File: config.mk
export PLATFORM = sky130hd
export DESIGN_NAME = fifo_rd_packer_flat
export DESIGN_NICKNAME = d
export VERILOG_FILES = /design/src/rtl/fifo_rd_packer_if.sv /design/src/rtl/fifo_rd_packer.sv /design/src/flat_wrapper.sv
export SDC_FILE = /design/constraint.sdc
export NUM_CORES = 1
export LEC_CHECK = 0
export ABC_AREA = 0
export BUFFER_PORTS_ARGS = -buffer_cell sky130_fd_sc_hd__buf_2
export CAP_MARGIN = 10
export CORE_ASPECT_RATIO = 1.4
export CORE_UTILIZATION = 56
export DETAILED_ROUTE_END_ITERATION = 12
export GPL_TIMING_DRIVEN = 0
export HOLD_SLACK_MARGIN = 0.05
export PLACE_DENSITY = 0.81
export SETUP_SLACK_MARGIN = 0.15
export SLEW_MARGIN = 30
export SYNTH_ARGS = -nofsm -noshare
export SYNTH_HDL_FRONTEND = slang
export SYNTH_SLANG_ARGS = --single-unit
File: constraint.sdc
create_clock -name rclk -period 2.6 [get_ports rclk]
set_input_delay 0.13 -clock rclk [delete_from_list [all_inputs] [get_ports rclk]]
set_output_delay 0.13 -clock rclk [all_outputs]
set_load 0.005 [all_outputs]
File: src/rtl/fifo_rd_packer_if.sv
// Bundle of the FIFO read side and the packed-word output handshake for
// fifo_rd_packer. The packer is the master; its environment uses the slave
// modport.
interface fifo_rd_packer_if #(
    parameter int DSIZE = 6,
    parameter int PACK  = 4
);
    localparam int CW = $clog2(PACK + 1);

    logic [DSIZE-1:0]      rdata;
    logic                  rempty;
    logic                  rinc;
    logic                  flush;
    logic [DSIZE*PACK-1:0] out_data;
    logic [CW-1:0]         out_cnt;
    logic                  out_valid;
    logic                  out_ready;
    logic [15:0]           word_total;

    modport master (
        input  rdata, rempty, flush, out_ready,
        output rinc, out_data, out_cnt, out_valid, word_total
    );

    modport slave (
        output rdata, rempty, flush, out_ready,
        input  rinc, out_data, out_cnt, out_valid, word_total
    );
endinterface

File: src/rtl/fifo_rd_packer.sv
// Pops words from a first-word-fall-through FIFO and packs PACK of them into
// one wide output word, lane 0 in the least significant bits. A flush request
// emits a partially filled word, with the unused upper lanes left at zero.
// While a word is held for the downstream, no further FIFO words are popped.
module fifo_rd_packer #(
    parameter int DSIZE = 6,
    parameter int PACK  = 4
) (
    input  logic             rclk,
    input  logic             rrst,
    fifo_rd_packer_if.master bus
);
    localparam int CW = $clog2(PACK + 1);
    localparam int W  = DSIZE * PACK;
    localparam logic [CW-1:0] LAST_LANE = CW'(PACK - 1);

    typedef enum logic {
        FILL = 1'b0,
        HOLD = 1'b1
    } state_t;

    state_t        state_q, state_d;
    logic [W-1:0]  lane_q, lane_d;
    logic [CW-1:0] lcnt_q, lcnt_d;
    logic [CW-1:0] cnt_q, cnt_d;
    logic [15:0]   word_total_q, word_total_d;
    logic          pop;

    // The pop strobe is combinational so that a word can be taken on every
    // FILL cycle; it is forced low during reset and whenever a word is held.
    assign pop            = (state_q == FILL) && !bus.rempty && !rrst;
    assign bus.rinc       = pop;
    assign bus.out_data   = lane_q;
    assign bus.out_cnt    = cnt_q;
    assign bus.out_valid  = (state_q == HOLD);
    assign bus.word_total = word_total_q;

    // Next-state logic: collect lanes in FILL, present and wait for acceptance in HOLD.
    always_comb begin
        state_d      = state_q;
        lane_d       = lane_q;
        lcnt_d       = lcnt_q;
        cnt_d        = cnt_q;
        word_total_d = word_total_q;
        case (state_q)
            FILL: begin
                if (pop) begin
                    for (int i = 0; i < PACK; i++) begin
                        if (lcnt_q == CW'(i)) begin
                            lane_d[i*DSIZE +: DSIZE] = bus.rdata;
                        end
                    end
                    lcnt_d = lcnt_q + CW'(1);
                end
                // A flush counts a pop taken in the same cycle, so an empty
                // packer only emits when that pop supplies the first lane.
                if ((pop && (lcnt_q == LAST_LANE)) ||
                    (bus.flush && (pop || (lcnt_q != '0)))) begin
                    state_d = HOLD;
                    cnt_d   = lcnt_d;
                end
            end
            HOLD: begin
                if (bus.out_ready) begin
                    state_d      = FILL;
                    lane_d       = '0;
                    lcnt_d       = '0;
                    cnt_d        = '0;
                    word_total_d = word_total_q + 16'd1;
                end
            end
            default: begin
                state_d = FILL;
            end
        endcase
    end

    // State and datapath registers; reset drops any partial or held word.
    always_ff @(posedge rclk) begin
        if (rrst) begin
            state_q      <= FILL;
            lane_q       <= '0;
            lcnt_q       <= '0;
            cnt_q        <= '0;
            word_total_q <= '0;
        end else begin
            state_q      <= state_d;
            lane_q       <= lane_d;
            lcnt_q       <= lcnt_d;
            cnt_q        <= cnt_d;
            word_total_q <= word_total_d;
        end
    end
endmodule
File: src/flat_wrapper.sv
// flat-port wrapper written by rule: the top's interface ports become plain ports
module fifo_rd_packer_flat 
#(
    parameter int DSIZE = 6,
    parameter int PACK  = 4
)
  (rclk, rrst, bus_rdata, bus_rempty, bus_flush, bus_out_ready, bus_rinc, bus_out_data, bus_out_cnt, bus_out_valid, bus_word_total);
  fifo_rd_packer_if #(.DSIZE(DSIZE), .PACK(PACK)) bus_i ();
  input  logic rclk;
  input  logic rrst;
  input wire logic [$bits(bus_i.rdata)-1:0] bus_rdata;
  input wire logic [$bits(bus_i.rempty)-1:0] bus_rempty;
  input wire logic [$bits(bus_i.flush)-1:0] bus_flush;
  input wire logic [$bits(bus_i.out_ready)-1:0] bus_out_ready;
  output wire logic [$bits(bus_i.rinc)-1:0] bus_rinc;
  output wire logic [$bits(bus_i.out_data)-1:0] bus_out_data;
  output wire logic [$bits(bus_i.out_cnt)-1:0] bus_out_cnt;
  output wire logic [$bits(bus_i.out_valid)-1:0] bus_out_valid;
  output wire logic [$bits(bus_i.word_total)-1:0] bus_word_total;
  assign bus_i.rdata = bus_rdata;
  assign bus_i.rempty = bus_rempty;
  assign bus_i.flush = bus_flush;
  assign bus_i.out_ready = bus_out_ready;
  assign bus_rinc = bus_i.rinc;
  assign bus_out_data = bus_i.out_data;
  assign bus_out_cnt = bus_i.out_cnt;
  assign bus_out_valid = bus_i.out_valid;
  assign bus_word_total = bus_i.word_total;
  fifo_rd_packer #(.DSIZE(DSIZE), .PACK(PACK)) u_core (.rclk(rclk), .rrst(rrst), .bus(bus_i));
endmodule
* After elaboration in Yosys (flattened, before gate mapping)
Cells that the tools add are included.
** Word-level totals
- Flip-flop bits (word level) :: 47
- Latch bits :: 0
- Memory bits (writable) :: 0
- Output and inout bits :: 45
- Bits in read-only memories :: 0
- Memories :: 0
- Input bits :: 11
- Word-level logic and storage cells :: 52
** Cells by class
- Eq/ne operators :: 10
- Muxes and demuxes :: 15
- Divide/modulo/power cells :: 0
- Bitwise logic cells :: 1
- Shift operators :: 0
- Reduce and logical (&&, ||, !) cells :: 16
- Order comparisons :: 0
- Multiply operators :: 0
- Add/sub/neg operators :: 2
** Operators with widths (number)
- $mux W24 :: 2
- $pmux W24 S2 :: 1
- $mux W6 :: 4
- $add A16 B1 Y16 const B :: 1
- $ne A2 B2 Y1 const B :: 6
- $pmux W3 S2 :: 2
- $reduce_and A3 Y1 :: 4
- $mux W3 :: 3
- $eq A3 B2 Y1 const B :: 2
- $logic_and A1 B1 Y1 :: 4
- $reduce_and A2 Y1 :: 2
- $add A3 B1 Y3 const B :: 1
- $eq A3 B1 Y1 const B :: 1
- $logic_not A3 Y1 :: 1
- $reduce_bool A3 Y1 :: 1
- $logic_not A1 Y1 :: 2
- $logic_or A1 B1 Y1 :: 2
- $mux W1 :: 2
- $ne A2 B1 Y1 const B :: 1
- $pmux W1 S2 :: 1
- $not A1 Y1 :: 1

* Logic depth before layout (Yosys ltp)
Gate-level depths: netlist of the first run.
- Word-level depth :: 8
- Mapped depth :: 7
- Depth with buffers taken out :: 6

* Worst setup path before layout of the first run
No wires, ideal clock.
- Path type :: register to register
- Start point :: register u_core.lcnt_q[0]
- End point :: register u_core.cnt_q[0], in the netlist u_core.bus.out_cnt[0]
- Data arrival time :: 1.632 ns
- Stages on the path, launching flop included :: 8
- Path slack :: 0.872 ns
- Data required time :: 2.504 ns
- Period minus slack after synthesis :: 1.728 ns
- Path buffers :: 1
- Cell sequence :: dfxtp_1 ha_1 ha_1 or4b_4 buf_6 nand2_4 nor2_2 o41ai_2
** Between the ends
- Word-level cells in the longest chain between the ends :: 6
- Elaborated cells between the ends (all ways) :: 12
- Classes of those cells :: add/sub (1); eq/ne (2); mux (3); reduce/logical (6)
** Ends and longest elaborated chain
- start, declared :: line fifo_rd_packer.sv:24 : logic [CW-1:0] lcnt_q, lcnt_d;
- start signal, assigned :: line fifo_rd_packer.sv:89 : lcnt_q <= lcnt_d;
- parallel branches: the longest is 6 deep, another holds $add A3 B1 Y3
- end signal, assigned :: line fifo_rd_packer.sv:90 : cnt_q <= cnt_d;
- end, declared :: line fifo_rd_packer.sv:25 : logic [CW-1:0] cnt_q, cnt_d;
Parallel ways; which one is timed is not known. The select of a mux whose other input is x is not followed.
A chain may end at the register's enable or synchronous reset.

* Final worst setup path of the first run
Same ends and word-level chain as after synthesis.

==> impl_metrics.py, run 1 <==
metrics = {
    "status": {
        "run_status": "complete, no violations",
    },
    "worst_setup_path": {
        "rr_startpoint": "u_core.lcnt_q[0]",
        "r2r-end": "u_core.bus.out_cnt[0]",
        "critPathMaxFanout": 7,
        "crit_arrival_ns": 2.15,
        "path_common_cell": "ha_1",
        "cp-end-kind": "flip-flop",
        "crit_chain": "ha_1 -> ha_1 -> or4b_4 -> buf_6 -> nand2_4 -> nor2_2 -> o41ai_2",
        "critPathRequiredTime_ns": 2.81,
        "worst_r2r_path_depth": 7,
        "cp-start-kind": "flip-flop",
        "slowest_stage": "or4b_4",
        "r2r_slack_ns": 0.66,
        "crit_type": "reg2reg",
        "slowest_delay_ns": 0.47,
    },
    "clock_tree": {
        "cts_setup_buffers": 0,
        "cts_tree": "done",
        "htree_num_levels": 2,
        "cts-resized-gates": 0,
        "clk_latency_ns": 0.30,
        "clkTransAtPathRegs_ns": 0.09,
        "numCtsBuffers": 5,
        "clk_path_buf_depth": 2,
        "cts_sinks": 47,
        "cts_root_buffer": "clkbuf_8",
        "cts_hold_buf": 0,
    },
    "timing": {
        "min_period_ns": 1.94,
        "tns_ns": 0,
        "worstMarginPinSlew_ns": 0.530,
        "skew_ns": 0.00489,
        "rsz0062_at_grt": "false",
        "hold_viol_final": 0,
        "post-route-period-util_pct": 74.7,
        "drv_slew": 0,
        "max_freq_mhz": 515,
        "maxSlewHeadroom_pct": 64.4,
        "setup_viol": 0,
    },
    "grt": {
        "grt.busiest_layer": "met2",
        "use_met2_pct": 43.3,
        "grt_pass1_vias": 1708,
        "grtUsageTotal_pct": 24.5,
        "grt_use_met3_pct": 6.54,
        "grt_pass1_wl_um": 7140,
        "grt.overflow.total": 0,
        "grt_antenna_before_repair": 0,
        "grt_use_met1_pct": 27.0,
        "grt_max_degree": 15,
    },
    "routing": {
        "drt_wl_total_um": 4490,
        "wl_per_cell_um": 13.3,
        "drt_iter0_markers": 61,
        "dr_total_vias": 1839,
        "drtPass1Iterations": 4,
        "drcViolationCount": 0,
        "viasPerCell": 5.44,
        "antenna_left": 0,
    },
    "synthesis": {
        "synth_top_area_cell": "dfxtp_1",
        "netlist.area_leader.share_pct": 45.0,
        "synth-main-ff-cell": "dfxtp_1",
        "synth.net_count": 253,
        "synth_edf_count": 0,
        "synth.avg_cell_area_um2": 8.86,
        "yosysSeqAreaShare_pct": 45.0,
        "syn_area_um2": 2090,
        "ys_ff_latch": 47,
        "synth.distinct_cells": 36,
        "syn_inst": 236,
        "ys_warn_count": 0,
        "async_flop_share_pct": 0,
        "synth.area.top_cells": "dfxtp_1, mux2i_1, nor2_1, a21oi_1, xor2_1",
    },
    "die": {
        "core-area_um2": 3470,
        "die_w_um": 53.6,
        "ios": 56,
        "initial_utilization_pct": 60.2,
        "num_rows": 25,
        "die_h_um": 74.3,
        "dieArea_um2": 3990,
    },
    "place": {
        "gp_congestion": 0.858,
        "io_buffers": 54,
        "placedCellCount": 330,
        "hpwl_um": 3360,
    },
    "final_layout": {
        "final_util_pct": 72.4,
        "n_antenna_cell": 0,
        "final_layout_size_suffix_gt1_share_pct": 26.2,
        "nNetsFinal": 314,
        "fillCellCount": 296,
        "syn_to_final_growth_pct": 20.3,
        "regArea_um2": 941,
        "finalNonFillerCells": 338,
        "multi_input_area_um2": 1040,
    },
    "power": {
        "power_mw": 1.41,
        "power.static_leakage_nw": 1.18,
        "vdd_drop_max_v": 0.000551,
        "p_per_area_nw_per_um2": 560,
    },
    "hold_path": {
        "min_path_cells": 3,
        "min_to": "u_core.bus.out_data[0]",
        "min_from": "bus_rdata[0]",
        "hold_path_class": "in2reg",
    },
    "flow_run": {
        "maxCapViolCount": 0,
    },
}
## cells in the mapped netlist (3+ instances only)
cell type / number
dfxtp_1: 47
nor2_1: 30
nand2_1: 23
a21oi_1: 20
nand3_1: 16
mux2i_1: 12
xor2_1: 11
clkbuf_1: 9
inv_1: 8
nor2b_1: 7
ha_1: 6
nand4_1: 5
buf_2: 4
o21ai_0: 4
and2_1: 3
and4_1: 3
nor3_1: 3
or3_1: 3
## flip-flops by register name, indices dropped and copies added (netlist names)
name	count
u_core.bus.out_cnt	3
u_core.bus.out_data	24
u_core.bus.out_valid	1
u_core.bus.word_total	16
u_core.lcnt_q	3
## layout by cell type, fill, tap and decap left out, types with 4 or more instances in the layout
| master | instances |
|---|---|
| clkbuf_1 | 9 |
| nor2_1 | 30 |
| mux2i_1 | 12 |
| clkbuf_8 | 7 |
| nand2_1 | 23 |
| xor2_1 | 11 |
| o21ai_0 | 4 |
| dfxtp_1 | 47 |
| nand4_1 | 5 |
| buf_2 | 58 |
| a21oi_1 | 20 |
| nor2b_1 | 7 |
| ha_1 | 6 |
| inv_1 | 8 |
| nand3_1 | 16 |
## per-layer routing
metal / routed length, um / part of all wire, %
met1: 1940 / 43
met2: 2300 / 51
met3: 187 / 4.2
met4: 68 / 1.5
met5: 0 / 0
## report_power, final
part	leakage, nW	internal [mW]	switching, mW
Sequential	0.380	0.742	0.0182
Combinational	0.747	0.0668	0.0925
Clock	0.0505	0.242	0.247
## critical path: cells and delay by family (launching register included)
| kind | cells | cell delay [ns] |
|---|---|---|
| adder cells (fa/ha/maj) | 2 | 0.39 |
| flip-flops | 1 | 0.46 |
| AND/OR/NAND/NOR | 3 | 0.60 |
| buffers and inverters | 1 | 0.15 |
| AO/OA/AOI/OAI | 1 | 0.25 |
## cell type report
| cell class | instances | share of cell area [%] |
|---|---|---|
| multi-input combinational | 166 | 41.5 |
| tap | 40 | 1.99 |
| timing repair buffer | 54 | 10.7 |
| inverter | 8 | 1.19 |
| clock inverter | 1 | 0.299 |
| sequential | 47 | 37.4 |
| clock buffer | 7 | 3.83 |
| buffer | 15 | 3.03 |
## through the flow
step	cell area, um2	worst slack (ns)	hold slack (ns)
floorplan	2090	0.872	0.266
global placement	2410	0.708	0.392
detailed placement	2410	0.694	0.400
CTS	2510	0.657	0.0763
global route	2510	0.581	0.0800
finish	2510	0.658	0.0818
## how the worst max path moves through the flow
stage	start	to	slack (ns)	cells after the start
after floorplan	u_core.lcnt_q[0]	u_core.bus.out_cnt[0]	0.87	7
after global placement	u_core.lcnt_q[0]	u_core.bus.out_cnt[0]	0.71	7
after detailed placement	u_core.lcnt_q[0]	u_core.bus.out_cnt[0]	0.69	7
after CTS	u_core.lcnt_q[0]	u_core.bus.out_cnt[0]	0.66	7
after global routing	u_core.lcnt_q[0]	u_core.bus.out_cnt[0]	0.58	7
final	u_core.lcnt_q[0]	u_core.bus.out_cnt[0]	0.66	7
## logic make-up after synthesis
| logic type | count (synthesis) | share of synthesized area [%] |
|---|---|---|
| AOI/OAI and AO/OA | 33 | 10.2 |
| xor gates and xnor gates | 12 | 5.03 |
| adders and majority gates | 6 | 3.59 |
| buffers and inverters | 23 | 5.09 |
| DFF | 47 | 45.0 |
| muxes | 13 | 6.28 |
| and+or+nand+nor | 102 | 24.8 |
Power figures use the tool's default switching activity.
==> inputs of run 2 (changes only) <==
Settings changed: ABC_AREA 0 to 1, CORE_UTILIZATION 56 to 47, PLACE_DENSITY 0.81 to 0.72.
Clock period 2.6 ns to 1.6 ns, I/O delays scaled along.
==> run 2 against run 1 <==
  * Cell area rose by 9.8%
  * Largest power group unchanged
  * Critical endpoint is now u_core.bus.out_cnt[1]
  * Critical path type unchanged
  * Clock power rose by 41%
  * Global-route usage fell by 3.1 points
  * Total power rose by 59%
  * Critical path depth did not move
  * Sequential power rose by 62%
  * Setup slack got worse by 0.41 ns
  * Non-clock buffer count fell by 2
==> impl_metrics.py, run 2 <==
metrics = {
    "status": {
        "run_status": "complete, no violations",
    },
    "power": {
        "clkPwrFrac_pct": 30.8,
        "vdd_drop_max_v": 0.000617,
        "power_frac_seq_pct": 55.1,
        "swShare_pct": 26.9,
        "p_per_area_nw_per_um2": 809,
        "power_mw": 2.23,
        "power.static_leakage_nw": 1.28,
        "pwr-share-comb_pct": 14.1,
        "p_int_mw": 1.63,
        "power.switching_mw": 0.602,
    },
    "timing": {
        "setup_viol": 0,
        "tns_ns": 0,
        "post-route-period-util_pct": 84.3,
        "skew_ns": 0.00372,
        "maxSlewHeadroom_pct": 62.9,
        "worstMarginPinSlew_ns": 0.557,
        "max_freq_mhz": 742,
        "rsz0062_at_grt": "false",
        "min_period_ns": 1.35,
        "hold_viol_final": 0,
        "drv_slew": 0,
    },
    "clock_tree": {
        "cts_sinks": 47,
        "clkTransAtPathRegs_ns": 0.08,
        "htree_num_levels": 2,
        "clk_path_buf_depth": 2,
        "cts_tree": "done",
        "cts_setup_buffers": 0,
        "clk_latency_ns": 0.29,
        "numCtsBuffers": 5,
        "cts_root_buffer": "clkbuf_8",
    },
    "final_layout": {
        "syn_to_final_growth_pct": 23.0,
        "finalNonFillerCells": 447,
        "layout_common_cells": "nand2_1, buf_2, dfxtp_1",
        "n_antenna_cell": 0,
        "final_layout_size_suffix_gt1_share_pct": 24.2,
        "layout_commonest_cell": "nand2_1",
        "nNetsFinal": 401,
        "finalInstanceArea_um2": 2760,
        "largest_reg_flops": 24,
    },
    "routing": {
        "drcViolationCount": 0,
        "antenna_left": 0,
        "wl_per_cell_um": 11.4,
        "drtPass1Iterations": 4,
        "dr_total_vias": 2231,
        "viasPerCell": 4.99,
        "drt_wl_total_um": 5110,
        "drt_iter0_markers": 119,
    },
    "synthesis": {
        "synth.area.top_cells": "dfxtp_1, nand2_1, a21oi_1, inv_1, nor2_1",
        "yosysSeqAreaShare_pct": 41.9,
        "async_flop_share_pct": 0,
        "ys_ff_latch": 47,
        "synth.distinct_cells": 28,
        "synth.net_count": 335,
        "synth.avg_cell_area_um2": 7.06,
        "syn_inst": 318,
        "synth_edf_count": 0,
        "syn_area_um2": 2250,
        "ys_warn_count": 0,
        "synth_most_common_cell": "nand2_1",
        "synth_top_area_cell": "dfxtp_1",
        "synthTopCellsByCount": "nand2_1, dfxtp_1, inv_1",
        "synth-main-ff-cell": "dfxtp_1",
        "netlist.area_leader.share_pct": 41.9,
    },
    "die": {
        "ios": 56,
        "die_w_um": 60.4,
        "die_h_um": 83.8,
        "core-area_um2": 4570,
        "initial_utilization_pct": 49.1,
        "dieArea_um2": 5060,
        "num_rows": 29,
    },
    "grt": {
        "grtUsageTotal_pct": 21.3,
        "grt_pass1_wl_um": 8340,
        "grt.overflow.total": 0,
        "grt_antenna_before_repair": 0,
        "grt_max_degree": 14,
        "grt_pass1_vias": 1964,
    },
    "place": {
        "hpwl_um": 3880,
        "placed_cell_area_um2": 2600,
        "io_buffers": 55,
        "gp_congestion": 0.873,
        "placedCellCount": 435,
    },
    "worst_setup_path": {
        "slowest_delay_ns": 0.37,
        "critPathRequiredTime_ns": 1.79,
        "critPathMaxFanout": 9,
        "path_common_cell": "buf_6",
        "crit_arrival_ns": 1.54,
        "slowest_stage": "dfxtp_1",
        "cp-end-kind": "flip-flop",
        "crit_chain": "buf_6 -> inv_8 -> o21ai_4 -> nand3_4 -> buf_6 -> a21oi_1 -> nor2_1",
        "crit_type": "reg2reg",
        "cp-start-kind": "flip-flop",
    },
    "flow_run": {
        "maxCapViolCount": 0,
    },
    "hold_path": {
        "hold_path_class": "in2reg",
    },
}
==> run 2: cell types whose count changed in the layout (fill, tap and decap cells not counted), sizes merged, moves of 6 or more <==
cell    change
inv        +34
xor2       -11
nor2b       -7
clkbuf      -9
nand2      +68
a21oi      +13
mux2i      -12
o21ai       +8
nand4      +10
nor2        +6
==> run 2: layout make-up <==
class | instances | area [um2]
buffer | 8 | 52.6
fill | 472 | 1810
multi-input combinational | 220 | 1120
clock buffer | 7 | 76.3
timing repair buffer | 59 | 317
clock inverter | 1 | 5.00
sequential | 47 | 943
inverter | 43 | 174
tap | 62 | 77.6
==> run 2: worst max-delay path: cells and delay by family, from the launching register on <==
family	cells	cell delay, ns
buffers and inverters	3	0.40
flip-flops	1	0.37
AND/OR/NAND/NOR	2	0.20
AO/OA/AOI/OAI	2	0.28
==> run 2: what timing repair did <==
action	in CTS	in global routing
gates cloned	0	1
hold buffers	3	0
hold endpoints to repair	3	0
resized for setup	2	14
setup endpoints to repair	2	26
pin swaps	0	1
==> run 2: final timing paths <==
path / from / endpoint / slack [ns] / cells past startpoint
setup reg to reg: u_core.bus.out_valid / u_core.bus.out_cnt[1] / 0.25 / 7
hold reg to reg: u_core.bus.out_data[4] / u_core.bus.out_data[4] / 0.46 / 2
hold / removal: bus_rdata[5] / u_core.bus.out_data[23] / 0.06 / 3
setup / recovery: u_core.bus.out_valid / u_core.bus.out_cnt[1] / 0.25 / 7
==> run 2: cells by family after synthesis <==
logic type	Yosys count	share of synthesized area, %
simple gates	166	33.4
buf+inv	51	10.1
compound gates	48	11.3
flops	47	41.9
fa+ha+maj	6	3.34
==> run 2: power groups by stage <==
| stage | registers (mW) | clock network, mW | logic, mW |
|---|---|---|---|
| 2_1_floorplan | 1.26 | 0 | 0.196 |
| 3_3_place_gp | 1.26 | 0 | 0.301 |
| 3_5_place_dp | 1.26 | 0 | 0.304 |
| 4_1_cts | 1.23 | 0.707 | 0.312 |
| 5_1_grt | 1.24 | 0.756 | 0.358 |
| 6_report | 1.23 | 0.689 | 0.315 |
==> run 2: through the flow <==
step           setup WS [ns]  utilization [%]  hold slack, ns
5_1_grt                0.150             60.4          0.0587
3_5_place_dp           0.161             56.8           0.358
4_1_cts                0.182             59.4          0.0520
3_3_place_gp           0.201             56.8           0.355
2_1_floorplan          0.297                -           0.227
6_report               0.252             60.4          0.0559
==> run 2: metal layers <==
metal / up-vias / GRT usage [%] / share of wire (%)
met5: - / 0 / 0
met4: 0 / 8.68 / 3.1
met3: 15 / 3.72 / 4.4
met2: 63 / 38.0 / 51
met1: 1003 / 23.9 / 41
li1: 1150 / - / -
